**config.mk**
```make
export PLATFORM = sky130hd
export DESIGN_NAME = ps2_key_writer
export DESIGN_NICKNAME = d
export VERILOG_FILES = /design/src/rtl/ps2_key_writer_pkg.sv /design/src/rtl/ps2_key_writer_sync.sv /design/src/rtl/ps2_key_writer.sv
export SDC_FILE = /design/constraint.sdc
export NUM_CORES = 1
export LEC_CHECK = 0
export CAP_MARGIN = 20
export CORE_MARGIN = 2
export CORE_UTILIZATION = 25
export CTS_CLUSTER_DIAMETER = 40
export DETAILED_ROUTE_END_ITERATION = 8
export PLACE_DENSITY = 0.44
export SYNTH_ARGS = -nofsm -noshare
export SYNTH_HDL_FRONTEND = slang
export SYNTH_HIERARCHICAL = 1
export SYNTH_SLANG_ARGS = --single-unit
```
**constraint.sdc**
```tcl
create_clock -name clk -period 2.15 [get_ports clk]
set_input_delay 0.3225 -clock clk [delete_from_list [all_inputs] [get_ports clk]]
set_output_delay 0.3225 -clock clk [all_outputs]
set_load 0.01 [all_outputs]
```
**src/rtl/ps2_key_writer_pkg.sv**
```systemverilog
// Shared definitions for the PS/2 key writer: FSM encoding, the break-prefix
// scancode, RAM word field positions and small packing/parity helpers.
package ps2_key_writer_pkg;

    typedef enum logic [2:0] {
        ST_IDLE    = 3'd0,
        ST_START   = 3'd1,
        ST_DATA    = 3'd2,
        ST_PARITY  = 3'd3,
        ST_STOP    = 3'd4,
        ST_WR_DATA = 3'd5,
        ST_WR_STAT = 3'd6
    } ps2_state_e;

    // Prefix byte a keyboard sends before the scancode of a released key.
    localparam logic [7:0] KEY_BREAK = 8'hF0;

    // Scancode ring word: {23'b0, brk, scancode}
    localparam int KD_CODE_LSB = 0;
    localparam int KD_BRK_BIT  = 8;

    // Status word: {16'b0, err_cnt, wptr}
    localparam int ST_WPTR_LSB = 0;
    localparam int ST_ERR_LSB  = 8;

    // A PS/2 frame is valid when the data byte plus parity bit hold an odd number of ones.
    function automatic logic oddParityOk(input logic [7:0] code, input logic par);
        return ^{code, par};
    endfunction

    function automatic logic [31:0] packScan(input logic brk, input logic [7:0] code);
        logic [31:0] w;
        w = 32'd0;
        w[KD_CODE_LSB +: 8] = code;
        w[KD_BRK_BIT]       = brk;
        return w;
    endfunction

    function automatic logic [31:0] packStatus(input logic [7:0] errCnt, input logic [7:0] wptr);
        logic [31:0] w;
        w = 32'd0;
        w[ST_WPTR_LSB +: 8] = wptr;
        w[ST_ERR_LSB  +: 8] = errCnt;
        return w;
    endfunction

endpackage

```
**src/rtl/ps2_key_writer_sync.sv**
```systemverilog
// Brings the asynchronous PS/2 clock and data lines into the clk domain and
// produces a one-cycle pulse on each synchronized PS/2 clock falling edge.
module ps2_sync_edge (
    input  logic clk,
    input  logic rst_n,
    input  logic ps2_clk,
    input  logic ps2_data,
    output logic ps2DataSync,
    output logic ps2ClkFall
);

    logic [1:0] clkSync_r;
    logic [1:0] dataSync_r;
    logic       clkPrev_r;

    // Two-flop synchronizers (idle-high lines reset to 1) plus edge-detect history.
    always_ff @(posedge clk or negedge rst_n) begin
        if (!rst_n) begin
            clkSync_r  <= 2'b11;
            dataSync_r <= 2'b11;
            clkPrev_r  <= 1'b1;
        end else begin
            clkSync_r  <= {clkSync_r[0], ps2_clk};
            dataSync_r <= {dataSync_r[0], ps2_data};
            clkPrev_r  <= clkSync_r[1];
        end
    end

    assign ps2DataSync = dataSync_r[1];
    assign ps2ClkFall  = clkPrev_r & ~clkSync_r[1];

endmodule

```
**src/rtl/ps2_key_writer.sv**
```systemverilog
// PS/2 keyboard receiver that stores scancodes into a RAM ring buffer and
// refreshes a status word after every frame.
// Optional feature: define KEY_BREAK_FILTER_EN to fold the 0xF0 break prefix
// into bit 8 of the following scancode instead of storing it.
module ps2_key_writer
    import ps2_key_writer_pkg::*;
#(
    parameter int unsigned BASE_ADDR   = 32,
    parameter int unsigned DEPTH       = 16,
    parameter int unsigned STATUS_ADDR = 48,
    parameter int unsigned TIMEOUT_CYC = 50000
) (
    input  logic        clk,
    input  logic        rst_n,
    input  logic        ps2_clk,
    input  logic        ps2_data,
    output logic [31:0] KeyAddr,
    output logic [31:0] KeyData,
    output logic        KeyWe
);

    localparam int PW = $clog2(DEPTH);
    localparam int TW = $clog2(TIMEOUT_CYC + 1);

    ps2_state_e    state_r, nextState_s;
    logic [7:0]    shift_r, shiftNext_s;
    logic [2:0]    bitCnt_r, bitCntNext_s;
    logic          parity_r, parityNext_s;
    logic [TW-1:0] tout_r, toutNext_s;
    logic [PW-1:0] wrPtr_r, wrPtrNext_s;
    logic [7:0]    errCnt_r, errCntNext_s;
    logic          keyWe_r, keyWeNext_s;
    logic [31:0]   keyAddr_r, keyAddrNext_s;
    logic [31:0]   keyData_r, keyDataNext_s;
    logic          dataSync_s, fallEdge_s, tmoHit_s, brkBit_s;

`ifdef KEY_BREAK_FILTER_EN
    logic brk_r, brkNext_s;
    assign brkBit_s = brk_r;
`else
    assign brkBit_s = 1'b0;
`endif

    ps2_sync_edge u_sync (
        .clk         (clk),
        .rst_n       (rst_n),
        .ps2_clk     (ps2_clk),
        .ps2_data    (ps2_data),
        .ps2DataSync (dataSync_s),
        .ps2ClkFall  (fallEdge_s)
    );

    assign tmoHit_s = (tout_r == TW'(TIMEOUT_CYC - 1));

    // FSM state register.
    always_ff @(posedge clk or negedge rst_n) begin
        if (!rst_n) begin
            state_r <= ST_IDLE;
        end else begin
            state_r <= nextState_s;
        end
    end

    // Next-state, frame capture, ring pointer/error bookkeeping and next write port values.
    always_comb begin
        nextState_s   = state_r;
        shiftNext_s   = shift_r;
        bitCntNext_s  = bitCnt_r;
        parityNext_s  = parity_r;
        toutNext_s    = '0;
        wrPtrNext_s   = wrPtr_r;
        errCntNext_s  = errCnt_r;
        keyWeNext_s   = 1'b0;
        keyAddrNext_s = keyAddr_r;
        keyDataNext_s = keyData_r;
`ifdef KEY_BREAK_FILTER_EN
        brkNext_s     = brk_r;
`endif
        case (state_r)
            ST_IDLE: begin
                if (fallEdge_s && !dataSync_s) begin
                    nextState_s = ST_START;
                end else begin
                    nextState_s = ST_IDLE;
                end
            end
            ST_START: begin
                // Start bit accepted; prepare to collect the data byte.
                bitCntNext_s = 3'd0;
                shiftNext_s  = 8'd0;
                nextState_s  = ST_DATA;
            end
            ST_DATA: begin
                if (fallEdge_s) begin
                    shiftNext_s = {dataSync_s, shift_r[7:1]};
                    if (bitCnt_r == 3'd7) begin
                        nextState_s = ST_PARITY;
                    end else begin
                        bitCntNext_s = bitCnt_r + 3'd1;
                    end
                end else if (tmoHit_s) begin
                    nextState_s = ST_IDLE;
                end else begin
                    toutNext_s = tout_r + TW'(1);
                end
            end
            ST_PARITY: begin
                if (fallEdge_s) begin
                    parityNext_s = dataSync_s;
                    nextState_s  = ST_STOP;
                end else if (tmoHit_s) begin
                    nextState_s = ST_IDLE;
                end else begin
                    toutNext_s = tout_r + TW'(1);
                end
            end
            ST_STOP: begin
                if (fallEdge_s) begin
                    if (!oddParityOk(shift_r, parity_r) || !dataSync_s) begin
                        errCntNext_s  = (errCnt_r == 8'hFF) ? 8'hFF : errCnt_r + 8'd1;
                        nextState_s   = ST_WR_STAT;
                        keyWeNext_s   = 1'b1;
                        keyAddrNext_s = 32'(STATUS_ADDR);
                        keyDataNext_s = packStatus(errCntNext_s, 8'(wrPtr_r));
                    end
`ifdef KEY_BREAK_FILTER_EN
                    else if (shift_r == KEY_BREAK) begin
                        brkNext_s     = 1'b1;
                        nextState_s   = ST_WR_STAT;
                        keyWeNext_s   = 1'b1;
                        keyAddrNext_s = 32'(STATUS_ADDR);
                        keyDataNext_s = packStatus(errCnt_r, 8'(wrPtr_r));
                    end
`endif
                    else begin
                        nextState_s   = ST_WR_DATA;
                        keyWeNext_s   = 1'b1;
                        keyAddrNext_s = 32'(BASE_ADDR) + 32'(wrPtr_r);
                        keyDataNext_s = packScan(brkBit_s, shift_r);
                    end
                end else if (tmoHit_s) begin
                    nextState_s = ST_IDLE;
                end else begin
                    toutNext_s = tout_r + TW'(1);
                end
            end
            ST_WR_DATA: begin
                // Ring wraps naturally since DEPTH is a power of two.
                wrPtrNext_s   = wrPtr_r + PW'(1);
`ifdef KEY_BREAK_FILTER_EN
                brkNext_s     = 1'b0;
`endif
                nextState_s   = ST_WR_STAT;
                keyWeNext_s   = 1'b1;
                keyAddrNext_s = 32'(STATUS_ADDR);
                keyDataNext_s = packStatus(errCnt_r, 8'(wrPtrNext_s));
            end
            ST_WR_STAT: begin
                nextState_s = ST_IDLE;
            end
            default: begin
                nextState_s = ST_IDLE;
            end
        endcase
    end

    // Datapath and registered RAM write port.
    always_ff @(posedge clk or negedge rst_n) begin
        if (!rst_n) begin
            shift_r   <= 8'd0;
            bitCnt_r  <= 3'd0;
            parity_r  <= 1'b0;
            tout_r    <= '0;
            wrPtr_r   <= '0;
            errCnt_r  <= 8'd0;
            keyWe_r   <= 1'b0;
            keyAddr_r <= 32'd0;
            keyData_r <= 32'd0;
        end else begin
            shift_r   <= shiftNext_s;
            bitCnt_r  <= bitCntNext_s;
            parity_r  <= parityNext_s;
            tout_r    <= toutNext_s;
            wrPtr_r   <= wrPtrNext_s;
            errCnt_r  <= errCntNext_s;
            keyWe_r   <= keyWeNext_s;
            keyAddr_r <= keyAddrNext_s;
            keyData_r <= keyDataNext_s;
        end
    end

`ifdef KEY_BREAK_FILTER_EN
    // Pending break-prefix flag.
    always_ff @(posedge clk or negedge rst_n) begin
        if (!rst_n) begin
            brk_r <= 1'b0;
        end else begin
            brk_r <= brkNext_s;
        end
    end
`endif

    assign KeyWe   = keyWe_r;
    assign KeyAddr = keyAddr_r;
    assign KeyData = keyData_r;

endmodule

```
==> Yosys cells after proc, flatten, opt, wreduce, memory -nomap -nowiden <==
Cells that the tools add are included.
{ "classes": {"add_sub_neg": 5, "eq_ne": 12, "mux": 25, "bitwise_logic": 2, "n_reduce_logical": 14} }
{ "op_table": {"columns": ["op", "n"], "rows": [
  ["$pmux 32 s2", 2],
  ["$mux 16", 4],
  ["$mux 32", 2],
  ["$mux 3", 7],
  ["$pmux 3 s6", 1],
  ["$add 16x1->16 const B", 1],
  ["$eq 16x16->1 const B", 1],
  ["$mux 8", 2],
  ["$pmux 8 s2", 1],
  ["$eq 3x3->1 const B", 3],
  ["$reduce_xor 9->1", 1],
  ["$add 8x1->8 const B", 1],
  ["$eq 8x8->1 const B", 1],
  ["$add 6x4->7 const A", 1],
  ["$mux 7", 1],
  ["$eq 3x2->1 const B", 2],
  ["$ne 2x2->1 const B", 3],
  ["$pmux 3 s2", 1],
  ["$reduce_and 2->1", 3],
  ["$reduce_and 3->1", 2],
  ["$add 4x1->4 const B", 1],
  ["$reduce_bool 2->1", 2],
  ["$add 3x1->3 const B", 1],
  ["$eq 3x1->1 const B", 1],
  ["other kinds (11)", 13]
]} }
{ "totals": {"reg_bits": 113, "out_inout_bits": 65} }

==> Logic depth before layout (Yosys ltp) <==
{ "logic_depth": {"ltp_word": 6, "depth_mapped": 8, "depth_no_buf": 6} }

==> Hierarchy <==
The synthesis kept the hierarchy.
{ "by_module_without_submodules": {"columns": ["module", "n_inst", "cells_per_inst", "area_each_um2", "seq_area_each_um2"], "rows": [
  ["ps2_key_writer", 1, 369, 3579.7, 1651.6],
  ["ps2_sync_edge", 1, 6, 145.1, 131.4]
]} }

==> Worst setup path after synthesis <==
OpenSTA, ideal clock, no wires.
{ "synth_timing": {"path_kind": "register -> register", "start": "register shift_r[2]", "end": "register errCnt_r[5]", "arrival_time_ns": 1.882, "required_time_ns": 2.025, "slack_ns": 0.144, "stages_incl_launch_ff": 6, "path_buffers": 0, "period_less_slack_ns": 2.006, "path_cell_list": "dfrtp_1 > xor2_1 > xnor3_1 > mux2_4 > nor3_1 > mux2_2"} }
{ "synth_between": {"elab_chain_len": 4} }
{ "synth_rtl": {"columns": ["element", "line_no", "rtl"], "rows": [
  ["from (decl)", "ps2_key_writer.sv:26", "logic [7:0] shift_r, shiftNext_s;"],
  ["from (signal assigned)", "ps2_key_writer.sv:180", "shift_r <= shiftNext_s;"],
  ["$reduce_xor 9->1", "ps2_key_writer_pkg.sv:28", "return ^{code, par};"],
  ["$logic_not 1->1", "ps2_key_writer.sv:119", "if (!oddParityOk(shift_r, parity_r) || !dataSync_s) begin"],
  ["$logic_or 1x1->1", "ps2_key_writer.sv:119", null],
  ["$reduce_and 3->1 (no source line)", null, null],
  ["to (signal assigned)", "ps2_key_writer.sv:185", "errCnt_r <= errCntNext_s;"],
  ["to (decl)", "ps2_key_writer.sv:31", "logic [7:0] errCnt_r, errCntNext_s;"]
]} }
Every way passes these cells.
A chain may end at the register's enable or synchronous reset.

==> Final worst setup path <==
{ "layout_timing": {"start": "register shift_r[4]", "end": "register errCnt_r[5]"} }
Same word-level chain as after synthesis.

==> flow_metrics.env <==
export IMPL_run_status="finished clean"
export IMPL_num_rows=44
export IMPL_sequential_cell_area_fraction_in_the_yosys_report_pct=47.9
export IMPL_timing_final_max_slew_violations=0
export IMPL_remaining_drc_errors=0
export IMPL_clock_tree_htree_level_count=3
export IMPL_dieArea_um2=15900
export IMPL_post_layout_nonfiller_instances=604
export IMPL_detailedRoute_firstIterationViolations=148
export IMPL_layout_min_cycle_time_ns=2.03
export IMPL_worstHoldEndpoint="u_sync/dataSync_r[1]$_DFF_PN1_"
export IMPL_stdcell_area_um2=4460
export IMPL_worstMarginPinSlew_ns=0.668
export IMPL_clock_latency_of_the_later_clocked_register_in_the_worst_skew_pair_ns=0.33
export IMPL_insertedDiodeCount=0
export IMPL_synthesis_instances=375
export IMPL_nNetsFinal=424
export IMPL_achievable_frequency_mhz=493
export IMPL_layout_cells_most_common="sky130_fd_sc_hd__dfrtp_1"
export IMPL_top_library_cells_by_usage_in_the_layout_fill_and_taps_aside="65 x sky130_fd_sc_hd__dfrtp_1, 42 x sky130_fd_sc_hd__conb_1, 34 x sky130_fd_sc_hd__nor2_1, 31 x sky130_fd_sc_hd__nand2_1, 25 x sky130_fd_sc_hd__clkdlybuf4s50_1"
export IMPL_setup_tns_ns=0
export IMPL_cts_post_setup_buffers_inserted=0
export IMPL_grt_pass1_wl_um=13700
export IMPL_synth_largest_type_area_fraction_pct=44.3
export IMPL_cts_root_buffer_cell="sky130_fd_sc_hd__clkbuf_16"
export IMPL_first_global_vias=2734
export IMPL_async_reset_ff_share_pct=100
export IMPL_timing_clock_skew_ns=0.00954
export IMPL_drv_cap=0
export IMPL_critPathArrivalTime_ns=2.24
export IMPL_design_portCount=69
export IMPL_cts_sinks=71
export IMPL_final_hold_viol_count=0
export IMPL_peakVddDrop_mv=0.394
export IMPL_setup_reg_to_reg_worst_slack_ns=0.12
export IMPL_globalRouteTotalUtil_pct=10.7
export IMPL_setup_worst_path_class="reg -> reg"
export IMPL_ys_warnings_count=6
export IMPL_firstDrtPassIters=4
export IMPL_worst_endpoint_required_ns=2.37
export IMPL_detailroute_via_count=2747
export IMPL_synth_edf_count=0
export IMPL_most_area_consuming_cells_after_synthesis="sky130_fd_sc_hd__dfrtp_1 44%, sky130_fd_sc_hd__buf_4 8.5%, sky130_fd_sc_hd__dfstp_2 3.5%"
export IMPL_placedCellCount=587
export IMPL_die_width_um=126
export IMPL_initial_utilization_pct=25.6
export IMPL_port_buffers=26
export IMPL_worst_r2r_path_depth=5
export IMPL_viasPerCell=4.55
export IMPL_slew_limit_headroom_pct=55.4
export IMPL_place_hpwl_um=5700
export IMPL_area_growth_syn_to_layout_pct=19.8
export IMPL_total_length_of_routed_wires_um=8050
export IMPL_cp_start_kind="register"
export IMPL_min_delay_startpoint="u_sync/dataSync_r[0]$_DFF_PN1_"
export IMPL_drtAntennaViolNets=0
export IMPL_synth_top_flop_cell="sky130_fd_sc_hd__dfrtp_1"
export IMPL_routabilityCongestion=0.784
export IMPL_largest_area_contributor_in_the_synthesized_netlist="sky130_fd_sc_hd__dfrtp_1"
export IMPL_cellPowerDensity_nw_per_um2=935
export IMPL_power_leakage_nw=2.00
export IMPL_rsz0062_at_grt="false"
export IMPL_r2r_start="shift_r[4]$_DFFE_PN0P_"
export IMPL_whs_path_depth=0
export IMPL_gr_total_overflow=0
export IMPL_syn_area_um2=3720
export IMPL_syn_area_per_cell_um2=9.93
export IMPL_tritoncts="built"
export IMPL_timing_final_crit_share_pct=94.4
export IMPL_synth_ff_latch_count=71
export IMPL_drive_gt1_share_pct=12.4
export IMPL_detail_route_wl_per_cell_um=13.3
export IMPL_dpl_cell_area_um2=4140
export IMPL_maximum_number_of_pins_on_one_net_before_global_route_repair=39
export IMPL_path_max_fanout=6
export IMPL_timing_hold_worst_class="reg -> reg"
export IMPL_final_setup_viol_count=0
export IMPL_max_clock_path_buffers=2
export IMPL_placeableCoreArea_um2=14500
export IMPL_dieHeight_um=126
export IMPL_final_util_pct=30.7
export IMPL_cts_made_buffers=9
export IMPL_crit_reg2reg_capture="errCnt_r[5]$_DFFE_PN0P_"
export IMPL_synth_distinct_cells=50
export IMPL_critPathCaptureType="register"
export IMPL_clk_transition_reported_paths_ns=0.06
export IMPL_grt_antenna_before_repair=0
==> how the worst max path moves through the flow <==
stage,start,end,slack (ns),cells past startpoint
after floorplan,shift_r[2]$_DFFE_PN0P_,errCnt_r[5]$_DFFE_PN0P_,0.14,5
after global placement,shift_r[7]$_DFFE_PN0P_,errCnt_r[5]$_DFFE_PN0P_,0.10,5
after detailed placement,shift_r[7]$_DFFE_PN0P_,KeyData[7]$_DFFE_PN0P_,0.06,5
after CTS,shift_r[7]$_DFFE_PN0P_,errCnt_r[5]$_DFFE_PN0P_,0.06,5
after global routing,shift_r[4]$_DFFE_PN0P_,KeyAddr[2]$_DFFE_PN0P_,0.01,5
final,shift_r[4]$_DFFE_PN0P_,errCnt_r[5]$_DFFE_PN0P_,0.12,5
==> cell type report <==
cell class                      instances  area, um^2
Clock buffer                            9         225
Clock inverter                          7        72.6
Fill cell                            1539       10100
Inverter                                9        33.8
Multi-Input combinational cell        278        1690
Sequential cell                        71        1780
Tap cell                              184         230
Timing Repair Buffer                   46         423
==> through the flow <==
stage | hold slack (ns) | power [mW] | worst slack (ns)
after detailed placement | 0.324 | 2.70 | 0.0604
final | 0.356 | 4.17 | 0.121
after global routing | 0.361 | 4.43 | 0.0146
after floorplan | 0.0269 | 2.36 | 0.144
after global placement | 0.325 | 2.69 | 0.102
after CTS | 0.358 | 4.22 | 0.0580
==> flip-flops by register name, summed over array words and instances (netlist names) <==
register	count
u_sync/clkPrev_r	1
wrPtr_r	4
KeyWe	1
u_sync/clkSync_r	2
errCnt_r	8
parity_r	1
KeyAddr	6
tout_r	16
shift_r	8
bitCnt_r	3
state_r	3
KeyData	16
u_sync/dataSync_r	2
==> what timing repair did <==
item                                    CTS  global route
endpoints found under the setup margin    0             2
gates resized for setup                   0             4
endpoints found under the hold margin    33             0
hold buffers                              1             0
==> per-layer routing <==
metal	global-route usage, %	wire length (um)	vias to the layer above
met5	0	0	-
met4	4.01	86	0
met3	3.31	357	8
met2	17.3	3900	60
met1	13.6	3710	1362
li1	-	-	1317
==> report_power, final <==
group          switching [mW]  internal (mW)
clock                   0.591          0.899
sequential              0.144           1.49
combinational           0.558          0.490
==> kinds of logic after synthesis <==
| kind of cell | after synthesis | synth area share [%] |
|---|---|---|
| buffers and inverters | 67 | 11.2 |
| muxes | 7 | 2.15 |
| and+or+nand+nor | 116 | 15.3 |
| xor gates and xnor gates | 24 | 6.38 |
| AOI/OAI and AO/OA | 84 | 15.4 |
| DFF | 71 | 47.9 |
| adders and majority gates | 5 | 1.68 |
| other | 1 | 0.101 |
==> critical path, stage by stage, from the launching register on <==
cell and delay, ns:
sky130_fd_sc_hd__dfrtp_2 0.44, sky130_fd_sc_hd__xnor2_2 0.19, sky130_fd_sc_hd__xnor3_2 0.40, sky130_fd_sc_hd__mux2_4 0.37
sky130_fd_sc_hd__nor3_2 0.16, sky130_fd_sc_hd__mux2_2 0.34
==> synth_stat cells, types with 2 or more instances <==
master and count:
sky130_fd_sc_hd__xnor3_1 2, sky130_fd_sc_hd__nand2_1 31, sky130_fd_sc_hd__xor2_1 8, sky130_fd_sc_hd__dfrtp_1 66, sky130_fd_sc_hd__ha_1 5, sky130_fd_sc_hd__nor3_1 6
sky130_fd_sc_hd__a21o_1 3, sky130_fd_sc_hd__o21ai_1 3, sky130_fd_sc_hd__a211oi_1 3, sky130_fd_sc_hd__o21ai_0 21, sky130_fd_sc_hd__nand4_1 4, sky130_fd_sc_hd__buf_4 42
sky130_fd_sc_hd__a31oi_1 10, sky130_fd_sc_hd__dfstp_2 5, sky130_fd_sc_hd__clkbuf_1 14, sky130_fd_sc_hd__nor2_1 34, sky130_fd_sc_hd__a221o_1 3, sky130_fd_sc_hd__mux2i_1 4
sky130_fd_sc_hd__and4_1 5, sky130_fd_sc_hd__and2_1 4, sky130_fd_sc_hd__a22oi_1 11, sky130_fd_sc_hd__xnor2_1 14, sky130_fd_sc_hd__a22o_1 8, sky130_fd_sc_hd__a21oi_1 14
sky130_fd_sc_hd__nand3_1 16, sky130_fd_sc_hd__inv_1 9, sky130_fd_sc_hd__and3_1 7
(Power assumes the default switching activity.)
